### config.mk
export PLATFORM = sky130hd
export DESIGN_NAME = mem_dma_responder
export DESIGN_NICKNAME = d
export VERILOG_FILES = /design/src/rtl/mem_dma_pkg.sv /design/src/rtl/mem_dma_fifo.sv /design/src/rtl/mem_dma_responder.sv
export SDC_FILE = /design/constraint.sdc
export NUM_CORES = 1
export LEC_CHECK = 0
export CAP_MARGIN = 40
export CORE_MARGIN = 10
export CORE_UTILIZATION = 35
export CTS_BUF_LIST = sky130_fd_sc_hd__clkbuf_16
export CTS_CLUSTER_DIAMETER = 200
export CTS_CLUSTER_SIZE = 24
export DETAILED_ROUTE_END_ITERATION = 8
export PLACE_DENSITY = 0.54
export SLEW_MARGIN = 20
export SYNTH_ARGS = -nofsm -noshare
export SYNTH_HDL_FRONTEND = slang
export SYNTH_SLANG_ARGS = --single-unit
### constraint.sdc
create_clock -name clk -period 3.5 [get_ports clk]
set_clock_uncertainty 0.15 [all_clocks]
set_input_delay 0.7 -clock clk [delete_from_list [all_inputs] [get_ports clk]]
set_output_delay 0.7 -clock clk [all_outputs]
set_load 0.01 [all_outputs]
### src/rtl/mem_dma_pkg.sv
// Shared definitions for the DMA memory responder: command encodings,
// FIFO depths and the response word layout.
package mem_dma_pkg;

  localparam logic [1:0] CMD_READ  = 2'b01;
  localparam logic [1:0] CMD_WRITE = 2'b10;

  localparam int CMD_FIFO_DEPTH = 4;
  localparam int RSP_FIFO_DEPTH = 4;

  localparam int RSP_DATA_W = 32;
  localparam int RSP_TAG_W  = 4;

  // Response word at default widths; the responder packs its
  // response FIFO entries in this same {data, tag, err} order.
  typedef struct packed {
    logic [RSP_DATA_W-1:0] data;
    logic [RSP_TAG_W-1:0]  tag;
    logic                  err;
  } rsp_t;

endpackage

### src/rtl/mem_dma_fifo.sv
// Small synchronous FIFO used for both the command and response queues.
// Ports: clk, rst (sync, active-high), push_i/din_i, pop_i/dout_o,
// full_o, empty_o, count_o (0..DEPTH). Push on full and pop on empty
// are ignored.
module mem_dma_fifo #(
  parameter int WIDTH = 8,
  parameter int DEPTH = 4,
  localparam int PW = (DEPTH > 1) ? $clog2(DEPTH) : 1,
  localparam int CW = $clog2(DEPTH + 1)
) (
  input  logic             clk,
  input  logic             rst,
  input  logic             push_i,
  input  logic [WIDTH-1:0] din_i,
  input  logic             pop_i,
  output logic [WIDTH-1:0] dout_o,
  output logic             full_o,
  output logic             empty_o,
  output logic [CW-1:0]    count_o
);

  logic [WIDTH-1:0] mem_q [DEPTH];
  logic [PW-1:0]    wr_q, wr_d;
  logic [PW-1:0]    rd_q, rd_d;
  logic [CW-1:0]    cnt_q, cnt_d;
  logic             do_push, do_pop;

  function automatic logic [PW-1:0] nxt(input logic [PW-1:0] p);
    return (p == PW'(DEPTH - 1)) ? '0 : p + PW'(1);
  endfunction

  assign full_o  = (cnt_q == CW'(DEPTH));
  assign empty_o = (cnt_q == '0);
  assign count_o = cnt_q;
  assign dout_o  = mem_q[rd_q];

  assign do_push = push_i && !full_o;
  assign do_pop  = pop_i && !empty_o;

  always_comb begin
    wr_d  = do_push ? nxt(wr_q) : wr_q;
    rd_d  = do_pop ? nxt(rd_q) : rd_q;
    cnt_d = cnt_q + CW'(do_push) - CW'(do_pop);
  end

  always_ff @(posedge clk) begin
    if (rst) begin
      wr_q  <= '0;
      rd_q  <= '0;
      cnt_q <= '0;
    end else begin
      wr_q  <= wr_d;
      rd_q  <= rd_d;
      cnt_q <= cnt_d;
    end
  end

  always_ff @(posedge clk) begin
    if (do_push) mem_q[wr_q] <= din_i;
  end

endmodule

### src/rtl/mem_dma_responder.sv
// DMA-facing memory responder: queues requests, issues them to a
// 1-cycle-latency SRAM and returns in-order responses.
// Ports: clk, reset_poweron (sync, active-high); request handshake
// dma2mem_valid/ready with cmd/addr/wdata/tag; response handshake
// mem2dma_valid/ready with data/tag/err; SRAM en/we/addr/wdata/rdata.
// Build option: MEM_DMA_RESPONDER_WR_ACK_EN adds a response per WRITE.
module mem_dma_responder
  import mem_dma_pkg::*;
#(
  parameter int ADDR_WIDTH = 24,
  parameter int DATA_WIDTH = 32,
  parameter int TAG_WIDTH  = 4,
  parameter int MEM_DEPTH  = 4096
) (
  input  logic                  clk,
  input  logic                  reset_poweron,
  input  logic                  dma2mem_valid,
  output logic                  dma2mem_ready,
  input  logic [1:0]            dma2mem_cmd,
  input  logic [ADDR_WIDTH-1:0] dma2mem_addr,
  input  logic [DATA_WIDTH-1:0] dma2mem_wdata,
  input  logic [TAG_WIDTH-1:0]  dma2mem_tag,
  output logic                  mem2dma_valid,
  input  logic                  mem2dma_ready,
  output logic [DATA_WIDTH-1:0] mem2dma_data,
  output logic [TAG_WIDTH-1:0]  mem2dma_tag,
  output logic                  mem2dma_err,
  output logic                  sram_en,
  output logic                  sram_we,
  output logic [ADDR_WIDTH-1:0] sram_addr,
  output logic [DATA_WIDTH-1:0] sram_wdata,
  input  logic [DATA_WIDTH-1:0] sram_rdata
);

  localparam int CQW = 2 + ADDR_WIDTH + DATA_WIDTH + TAG_WIDTH;
  localparam int RQW = DATA_WIDTH + TAG_WIDTH + 1;
  localparam logic [ADDR_WIDTH:0] DEPTH_L = (ADDR_WIDTH + 1)'(MEM_DEPTH);

  logic [CQW-1:0] cq_dout;
  logic           cq_full, cq_empty, cmd_push;
  logic [2:0]     cq_cnt;

  logic [RQW-1:0] rq_din, rq_dout;
  logic           rq_full, rq_empty, rsp_pop;
  logic [2:0]     rq_cnt;

  logic [1:0]            h_cmd;
  logic [ADDR_WIDTH-1:0] h_addr;
  logic [DATA_WIDTH-1:0] h_wdata;
  logic [TAG_WIDTH-1:0]  h_tag;
  logic                  is_rd, is_wr, in_rng, credit_ok, issue;

  // One-deep stage between issue and response push; it lines the
  // response up with sram_rdata and keeps every response in order.
  logic                 pend_q, pend_d;
  logic                 pend_rd_q, pend_rd_d;
  logic                 pend_err_q, pend_err_d;
  logic [TAG_WIDTH-1:0] pend_tag_q, pend_tag_d;

  assign cmd_push      = dma2mem_valid && !cq_full && !reset_poweron;
  assign dma2mem_ready = !reset_poweron && (cq_cnt < 3'(CMD_FIFO_DEPTH));

  mem_dma_fifo #(.WIDTH(CQW), .DEPTH(CMD_FIFO_DEPTH)) u_cmd_fifo (
    .clk    (clk),
    .rst    (reset_poweron),
    .push_i (cmd_push),
    .din_i  ({dma2mem_cmd, dma2mem_addr, dma2mem_wdata, dma2mem_tag}),
    .pop_i  (issue),
    .dout_o (cq_dout),
    .full_o (cq_full),
    .empty_o(cq_empty),
    .count_o(cq_cnt)
  );

  assign {h_cmd, h_addr, h_wdata, h_tag} = cq_dout;
  assign is_rd  = (h_cmd == CMD_READ);
  assign is_wr  = (h_cmd == CMD_WRITE);
  assign in_rng = ({1'b0, h_addr} < DEPTH_L);

  // The in-flight slot counts against the response FIFO so a pushed
  // response always finds room.
  assign credit_ok = !rq_full &&
                     ((3'(pend_q) + rq_cnt) < 3'(RSP_FIFO_DEPTH));
  assign issue = !reset_poweron && !cq_empty && credit_ok;

  always_comb begin
    sram_en    = 1'b0;
    sram_we    = 1'b0;
    sram_addr  = '0;
    sram_wdata = '0;
    pend_d     = 1'b0;
    pend_rd_d  = 1'b0;
    pend_err_d = 1'b0;
    pend_tag_d = h_tag;
    if (issue) begin
      unique case (1'b1)
        is_rd && in_rng: begin
          sram_en   = 1'b1;
          sram_addr = h_addr;
          pend_d    = 1'b1;
          pend_rd_d = 1'b1;
        end
        is_wr && in_rng: begin
          sram_en    = 1'b1;
          sram_we    = 1'b1;
          sram_addr  = h_addr;
          sram_wdata = h_wdata;
`ifdef MEM_DMA_RESPONDER_WR_ACK_EN
          pend_d     = 1'b1;
`endif
        end
        is_wr && !in_rng: begin
`ifdef MEM_DMA_RESPONDER_WR_ACK_EN
          pend_d     = 1'b1;
          pend_err_d = 1'b1;
`endif
        end
        default: begin
          pend_d     = 1'b1;
          pend_err_d = 1'b1;
        end
      endcase
    end
  end

  always_ff @(posedge clk) begin
    if (reset_poweron) begin
      pend_q     <= 1'b0;
      pend_rd_q  <= 1'b0;
      pend_err_q <= 1'b0;
      pend_tag_q <= '0;
    end else begin
      pend_q     <= pend_d;
      pend_rd_q  <= pend_rd_d;
      pend_err_q <= pend_err_d;
      pend_tag_q <= pend_tag_d;
    end
  end

  assign rq_din = {pend_rd_q ? sram_rdata : '0, pend_tag_q, pend_err_q};
  assign rsp_pop = mem2dma_valid && mem2dma_ready;

  mem_dma_fifo #(.WIDTH(RQW), .DEPTH(RSP_FIFO_DEPTH)) u_rsp_fifo (
    .clk    (clk),
    .rst    (reset_poweron),
    .push_i (pend_q),
    .din_i  (rq_din),
    .pop_i  (rsp_pop),
    .dout_o (rq_dout),
    .full_o (rq_full),
    .empty_o(rq_empty),
    .count_o(rq_cnt)
  );

  assign mem2dma_valid = !reset_poweron && !rq_empty;
  assign {mem2dma_data, mem2dma_tag, mem2dma_err} =
    mem2dma_valid ? rq_dout : '0;

endmodule

==> results by group, run 1 <==
Run status
  – Status: finished, final reports clean

Cells and area
  – Final #Nets: 1125
  – Final Util: 0.429
  – # fillers: between 4000 and 5000
  – Syn-to-layout area delta: 21.7%
  – Fraction of layout cells with a size suffix above 1: 0.229
  – Post-Layout Inst Area: between 15000 and 20000 µm²

Worst hold path
  – WHS Path Cells: 0
  – Hold Crit Class: flip-flop to flip-flop
  – WHS Endpoint: u_rsp_fifo.mem_q[2][1]
  – Hold Crit Start: pend_tag_q[0]

Place
  – PortBufs: approximately 180
  – Pre-CTS WS: -0.149 ns
  – Placed instance area: 19300 µm²
  – Placer Congestion: around 0.68
  – Half-perimeter wire length after placement: approximately 23 mm

Clock network
  – Clk buf depth: 3
  – # hold bufs at CTS: 0
  – Htree depth: 1
  – Sink Count: 421
  – Total CTS buffers: 21
  – Latest clock arrival within the worst-skew pair: about 0.54 ns
  – Root Buffer Master: clkbuf_16
  – TritonCTS clock tree: yes
  – Reg clk slew, reported paths: around 0.1 ns

Worst setup path
  – CP Class: flip-flop to output pin
  – CP cell instances: mux4_2, nor2b_2, nand2_2, buf_12, nor4b_1, dlygate4sd2_1
  – R2R Setup Slk: 1.00 ns
  – Buf/Inv on CP: 2
  – CP top delay family: multiplexers
  – Critical Path Stages: 6
  – Reg2reg end: u_rsp_fifo.count_o[2]
  – Critical path's largest stage delay: between 0.5 and 0.6 ns
  – CP endpoint kind: output pin
  – Highest net fanout along the worst path: 24
  – Crit path required time: 2.65 ns
  – Startpoint types: flip-flop
  – Crit path DAT: between 2 and 3 ns
  – Critical-path top delay cell: mux4_2
  – Worst Reg-to-Reg Cells: 10
  – Reg-to-Reg Start: u_rsp_fifo.count_o[1]

Yosys
  – Synth Area in XOR/XNOR: 0.00214
  – Largest family of logic cells by synthesized area: multiplexers
  – Post-synthesis compound-gate area fraction: 0.00443
  – Post-synth ARST share: 0
  – Cell count after synthesis: a little over 800
  – Mux share of post-synthesis cell area: 0.123
  – Syn Area/Cell: 20.3 µm²
  – Post-synth cell types: 44
  – FF+latch count, synth: ~420
  – Top-count cell post-synth: edfxtp_1
  – Synth top cells by count: edfxtp_1, mux4_2, and2_1, nor4b_1, dfxtp_1
  – Library cell with the largest summed area after synthesis: edfxtp_1
  – Simple-gate share of the synthesized area: 0.0791
  – Adder-cell share of the synthesized area: 0.0131
  – Synth Cell Area: roughly 16000 µm²
  – Yosys warning count: 0
  – Share of the synthesized area in the top cell type: 0.726
  – Sequential cell area fraction in the yosys report: 0.756
  – Top FF cell, synth: edfxtp_1
  – Post-synth EDFFs: 396
  – Top post-synthesis cells by area: edfxtp_1, mux4_2, dfxtp_1

Timing
  – Setup ws final: between 0.09 and 0.1 ns
  – Tmin final: around 3.4 ns
  – Hold Worst Slack: between 0.3 and 0.4 ns
  – Final clock period utilization by the worst path: 0.973
  – Slew Viols, Final: 0
  – Final hold vios: 0
  – Peak Freq: ~290 MHz
  – Unrepaired setup endpoints after global routing: true
  – Final Setup Violations: 0
  – Slew @ Worst Pin: around 0.67 ns
  – Max-slew headroom: 0.552

Global route
  – First-pass GRT wire length: around 54 mm
  – Antenna violations before repair: 5
  – Global-route usage over all layers: 0.123
  – Pin count of the biggest net entering global routing: 47
  – GR Overflow Total: 0
  – Vias in the first global route: 8521

Floorplan
  – Die area: approximately 56000 µm²
  – Die X-Extent: 236 µm
  – Die H: ~240 µm
  – Cell Rows: 79
  – Initial core utilization: 0.353
  – CORE AREA: ~46000 µm²
  – I/O pins: approximately 200

Detailed routing
  – Vias/cell: 4.82
  – ANT nets after route: 0
  – DR pass1 iterations: 4
  – DRC violation total after the first TritonRoute iteration: 485
  – Final wirelength: 34.9 mm
  – DRC: 0
  – Total number of vias: between 7000 and 8000
  – Routed WL per cell: approximately 21 µm

Power
  – Max IR drop VDD: roughly 340 µV
  – PwrDens: 581 nW/µm²
  – Leak: roughly 6.5 nW

Flow run
  – Max Cap Viol: 0
## worst max-delay path by stage
| stage | from | endpoint | slack, ns |
|---|---|---|---|
| final | flip-flop | sram_wdata[21] | 0.09 |
| after global routing | u_cmd_fifo.mem_q[0][58] | sram_addr[7] | -0.01 |
| after CTS | flip-flop | sram_wdata[10] | -0.01 |
| after detailed placement | reset_poweron | sram_wdata[7] | -0.15 |
| after global placement | reset_poweron | sram_wdata[23] | -0.08 |
| after floorplan | reset_poweron | u_cmd_fifo.mem_q[0][0] | 0.34 |
## stage by stage
stage               TNS, ns  std cells  total power (W)
finish                    0       1635           0.0116
global route        -0.0869       1632           0.0122
CTS                 -0.0617       1632           0.0118
detailed placement    -2.13       1594          0.00912
global placement      -1.37       1594          0.00912
floorplan                 0        820          0.00800
## flip-flops by register name, summed over array words and instances, names as in the netlist, named ones only
register and cells:
u_rsp_fifo.mem_q 148, u_cmd_fifo.mem_q 248, u_cmd_fifo.count_o 3, u_rsp_fifo.count_o 3, u_cmd_fifo.rd_q 2, u_cmd_fifo.wr_q 2
pend_err_q 1, u_rsp_fifo.wr_q 2, pend_rd_q 1, pend_q 1, u_rsp_fifo.rd_q 2, pend_tag_q 4
## cell type report
class / instances / area [µm²] / share of cell area
multi-input combinational: 328 / 3850 / 0.193
timing repair buffer: 224 / 2270 / 0.114
clock inverter: 16 / 72.6 / 0.00364
antenna: 3 / 7.51 / 0.000376
clock buffer: 21 / 526 / 0.0263
sequential: 421 / 12400 / 0.622
tap: 607 / 759 / 0.0381
inverter: 15 / 56.3 / 0.00282
## where the power goes
| group | switching (W) | leakage [nW] | internal (W) |
|---|---|---|---|
| sequential | 0.000190 | 4.01 | 0.00591 |
| clock | 0.00151 | 0.346 | 0.00111 |
| combinational | 0.00134 | 2.15 | 0.00152 |
| total | 0.00305 | 6.51 | 0.00854 |
## metal layers
metal | share of wire | global-route usage | vias up
li1 | - | - | 3612
met1 | 0.43 | 0.157 | 4046
met2 | 0.49 | 0.204 | 194
met3 | 0.073 | 0.0372 | 29
met4 | 0.012 | 0.0226 | 4
met5 | 0.00063 | 0 | -
## layout by cell type, fill, tap and decap left out, types with 9 or more instances in the layout
cell type        instances
conb_1                  12
ha_1                    14
buf_12                  20
clkbuf_16               21
clkbuf_2                22
inv_1                   29
edfxtp_1               396
nor4b_2                 18
nor2_1                  13
clkdlybuf4s50_1        136
and2_1                  70
buf_4                   22
nor4_2                  10
dlygate4sd2_1            9
mux4_2                  87
clkdlybuf4s15_2          9
nor4b_1                 14
dfxtp_1                 21
nor4_1                  14
nand2_1                 13
## worst register-to-register path, stage by stage, from the launching register on
cell and delay [ns]:
dfxtp_1 0.37, nor3_1 0.33, nor2_4 0.09, buf_12 0.16, and2_1 0.19, ha_1 0.28, inv_1 0.04, ha_1 0.18
fa_1 0.38, xnor2_1 0.17, nor2_1 0.05
## timing repair
item / in CTS / in global routing
setup buffers: 1 / 0
pin swaps: 0 / 0
endpoints found under the setup margin: 46 / 54
endpoints found under the hold margin: 0 / 0
gates resized for setup: 96 / 79
## kinds of logic after synthesis
group                      count (synthesis)
other                                      1
AOI/OAI and AO/OA                         10
DFF                                      421
adders and majority gates                 16
xor gates and xnor gates                   4
and+or+nand+nor                          194
buffers and inverters                     71
muxes                                     92
Power figures use the tool's default switching activity.
==> run 2: changes to the inputs <==
- CORE_MARGIN: 10 -> 8
==> run 2 against run 1 <==
  * Non-clock buffer count fell by 3
  * Global-route usage rose by 0.068 points
  * Clock power barely moved
  * Count of clock-buffer cells in the layout did not move
  * Setup slack got worse by 0.0066 ns
  * Sequential cell count did not move
  * Wire length fell by 2.3%
  * Largest power group unchanged
==> results by group, run 2 (synthesis gave the netlist of run 1 again) <==
Cells and area
  – Final #Nets: 1122 (-0.27%)
  – Most flops, register: u_cmd_fifo.mem_q
  – Most frequent cells in the layout: edfxtp_1, clkdlybuf4s50_1, mux4_2
  – Max FFs per register: 248 (unchanged)
  – Syn-to-layout area delta: 20.7%
  – Top Registers: u_cmd_fifo.mem_q x248, u_rsp_fifo.mem_q x148, pend_tag_q x4
  – Most common cell after layout, fill and taps aside: edfxtp_1
  – Fraction of layout cells with a size suffix above 1: 0.197 (-0.0324)
  – # fillers: 4124 (-0.91%)

Worst setup path
  – Reg2reg end: u_cmd_fifo.count_o[1]
  – CP endpoint kind: output pin
  – CP Class: flip-flop to output pin
  – CP top delay family: simple AND/OR/NAND/NOR gates
  – Reg-to-Reg Start: u_rsp_fifo.count_o[1]
  – Critical path's largest stage delay: 0.55 ns (-0.03 ns)
  – Highest net fanout along the worst path: 33 (+38%)
  – CP cell instances: mux4_2, nor2b_2, nand2_1, buf_12, nor4b_1, dlygate4sd2_1
  – Startpoint types: flip-flop
  – R2R Setup Slk: 0.99 ns (about the same)
  – Buf/Inv on CP: 2 (unchanged)
  – Crit path required time: 2.65 ns (about the same)
  – Crit path DAT: 2.56 ns (about the same)
  – Worst Reg-to-Reg Cells: 10 (unchanged)
  – Critical-path top delay cell: mux4_2

Detailed routing
  – Total number of vias: 7853 (-0.41%)
  – Vias/cell: 4.83 (+0.21%)
  – DRC violation total after the first TritonRoute iteration: 563 (+16%)
  – Final wirelength: 34.1 mm (-2.3%)
  – Routed WL per cell: 21.0 µm (-1.7%)
  – DRC: 0 (unchanged)
  – DR pass1 iterations: 4 (unchanged)
  – ANT nets after route: 0 (unchanged)

Power
  – Pwr Total: 0.0115 W (-0.31%)
  – PwrDens: 584 nW/µm² (+0.56%)
  – Leak: 6.49 nW (-0.30%)
  – Max IR drop VDD: 368 µV (+6.9%)

Worst hold path
  – Hold Crit Start: pend_tag_q[2]
  – WHS Path Cells: 0 (unchanged)
  – Hold Crit Class: flip-flop to flip-flop
  – WHS Endpoint: u_rsp_fifo.mem_q[3][3]

Timing
  – Unrepaired setup endpoints after global routing: true
  – Tmin final: 3.41 ns (+0.00661 ns)
  – Final hold vios: 0 (unchanged)
  – Final clock period utilization by the worst path: 0.975 (+0.00189)
  – Final TNS setup: 0 ns (unchanged)
  – Max-slew headroom: 0.595 (+0.0429)
  – Peak Freq: 293 MHz (-0.19%)
  – Final Setup Violations: 0 (unchanged)
  – Slew Viols, Final: 0 (unchanged)
  – Slew @ Worst Pin: 0.605 ns (-0.0615 ns)
  – Hold Worst Slack: 0.342 ns (-0.00551 ns)

Global route
  – First-pass GRT wire length: 51.3 mm (-4.9%)
  – Antenna violations before repair: 8 (+3)
  – Vias in the first global route: 8407 (-1.3%)
  – Global-route usage over all layers: 0.123 (+0.000683)
  – Pin count of the biggest net entering global routing: 38 (-19%)
  – GR Overflow Total: 0 (unchanged)

Floorplan
  – Die area: 54000 µm² (-3.4%)
  – I/O pins: 195 (unchanged)
  – Cell Rows: 79 (unchanged)
  – Die X-Extent: 232 µm (-1.7%)
  – CORE AREA: 46400 µm² (-0.21%)
  – Die H: 232 µm (-1.7%)
  – Initial core utilization: 0.353 (+0.000752)

Place
  – Half-perimeter wire length after placement: 22.7 mm (-1.7%)
  – Placer Congestion: 0.672 (-1.1%)
  – PortBufs: 182 (unchanged)

Clock network
  – Reg clk slew, reported paths: 0.10 ns (about the same)
  – TritonCTS clock tree: yes
  – Total CTS buffers: 21 (unchanged)
  – Sink Count: 421 (unchanged)
  – Latest clock arrival within the worst-skew pair: 0.55 ns (about the same)
  – Htree depth: 1 (unchanged)
  – Root Buffer Master: clkbuf_16
  – Clk buf depth: 3 (unchanged)

Flow run
  – Max Cap Viol: 0 (unchanged)

Run status
  – Status: finished, final reports clean
run 2: cell types whose count changed in the layout (fill, tap and decap cells not counted), moves of 2 or more:
cell	delta
buf_4	-3
inv_1	-7
dlygate4sd1_1	+4
clkdlybuf4s15_2	-8
clkdlybuf4s15_1	+4
buf_12	-3
clkbuf_2	-8
nor4b_2	-15
nor4b_1	+15
dlygate4sd2_1	+7
buf_6	+2
run 2: how the worst max path moves through the flow:
| stage | cells after the start | from | endpoint | slack, ns |
|---|---|---|---|---|
| 6_report | 6 | flip-flop | sram_wdata[14] | 0.09 |
| 5_1_grt | 6 | flip-flop | sram_wdata[25] | -0.08 |
| 4_1_cts | 6 | flip-flop | sram_addr[6] | -0.002 |
| 3_5_place_dp | 7 | reset_poweron | sram_wdata[19] | -0.01 |
| 3_3_place_gp | 7 | reset_poweron | sram_wdata[30] | -0.0007 |
| 2_1_floorplan | 3 | reset_poweron | u_cmd_fifo.mem_q[0][0] | 0.34 |
run 2: area by class of cell:
| type | instances | area, µm² | share of cell area |
|---|---|---|---|
| clock buffers | 21 | 526 | 0.0266 |
| inverters | 15 | 56.3 | 0.00285 |
| repair buffers | 221 | 2240 | 0.113 |
| flip-flops and latches | 421 | 12400 | 0.627 |
| multi-input cells | 328 | 3730 | 0.189 |
| diodes | 2 | 5.00 | 0.000253 |
| well taps | 607 | 759 | 0.0384 |
| clock inverters | 10 | 55.1 | 0.00278 |
run 2: timing repair:
| action | in CTS | in global routing |
|---|---|---|
| pin swaps | 0 | 0 |
| endpoints found under the setup margin | 59 | 36 |
| gates resized for setup | 62 | 63 |
| cloned | 0 | 0 |
| setup buffers | 4 | 0 |
| hold buffers | 0 | 0 |
run 2: metrics by stage:
step / util / instances / setup slack (ns) / instance area (µm²)
floorplan: - / 820 / 0.338 / 16400
global placement: 0.414 / 1588 / -0.000673 / 19200
detailed placement: 0.414 / 1588 / -0.0134 / 19200
CTS: 0.427 / 1623 / -0.00238 / 19800
global route: 0.426 / 1623 / -0.0757 / 19800
finish: 0.427 / 1625 / 0.0877 / 19800
run 2: power breakdown:
part,internal (W),leakage [nW],switching [W]
Combinational,0.00150,2.17,0.00135
Sequential,0.00591,4.01,0.000179
Clock,0.00110,0.313,0.00150
run 2: per-layer routing:
metal	track usage	wire length, µm	vias to the layer above
met2	0.204	16300	187
li1	-	-	3601
met4	0.0226	454	12
met1	0.160	14700	4012
met3	0.0373	2680	41
met5	0	82	-
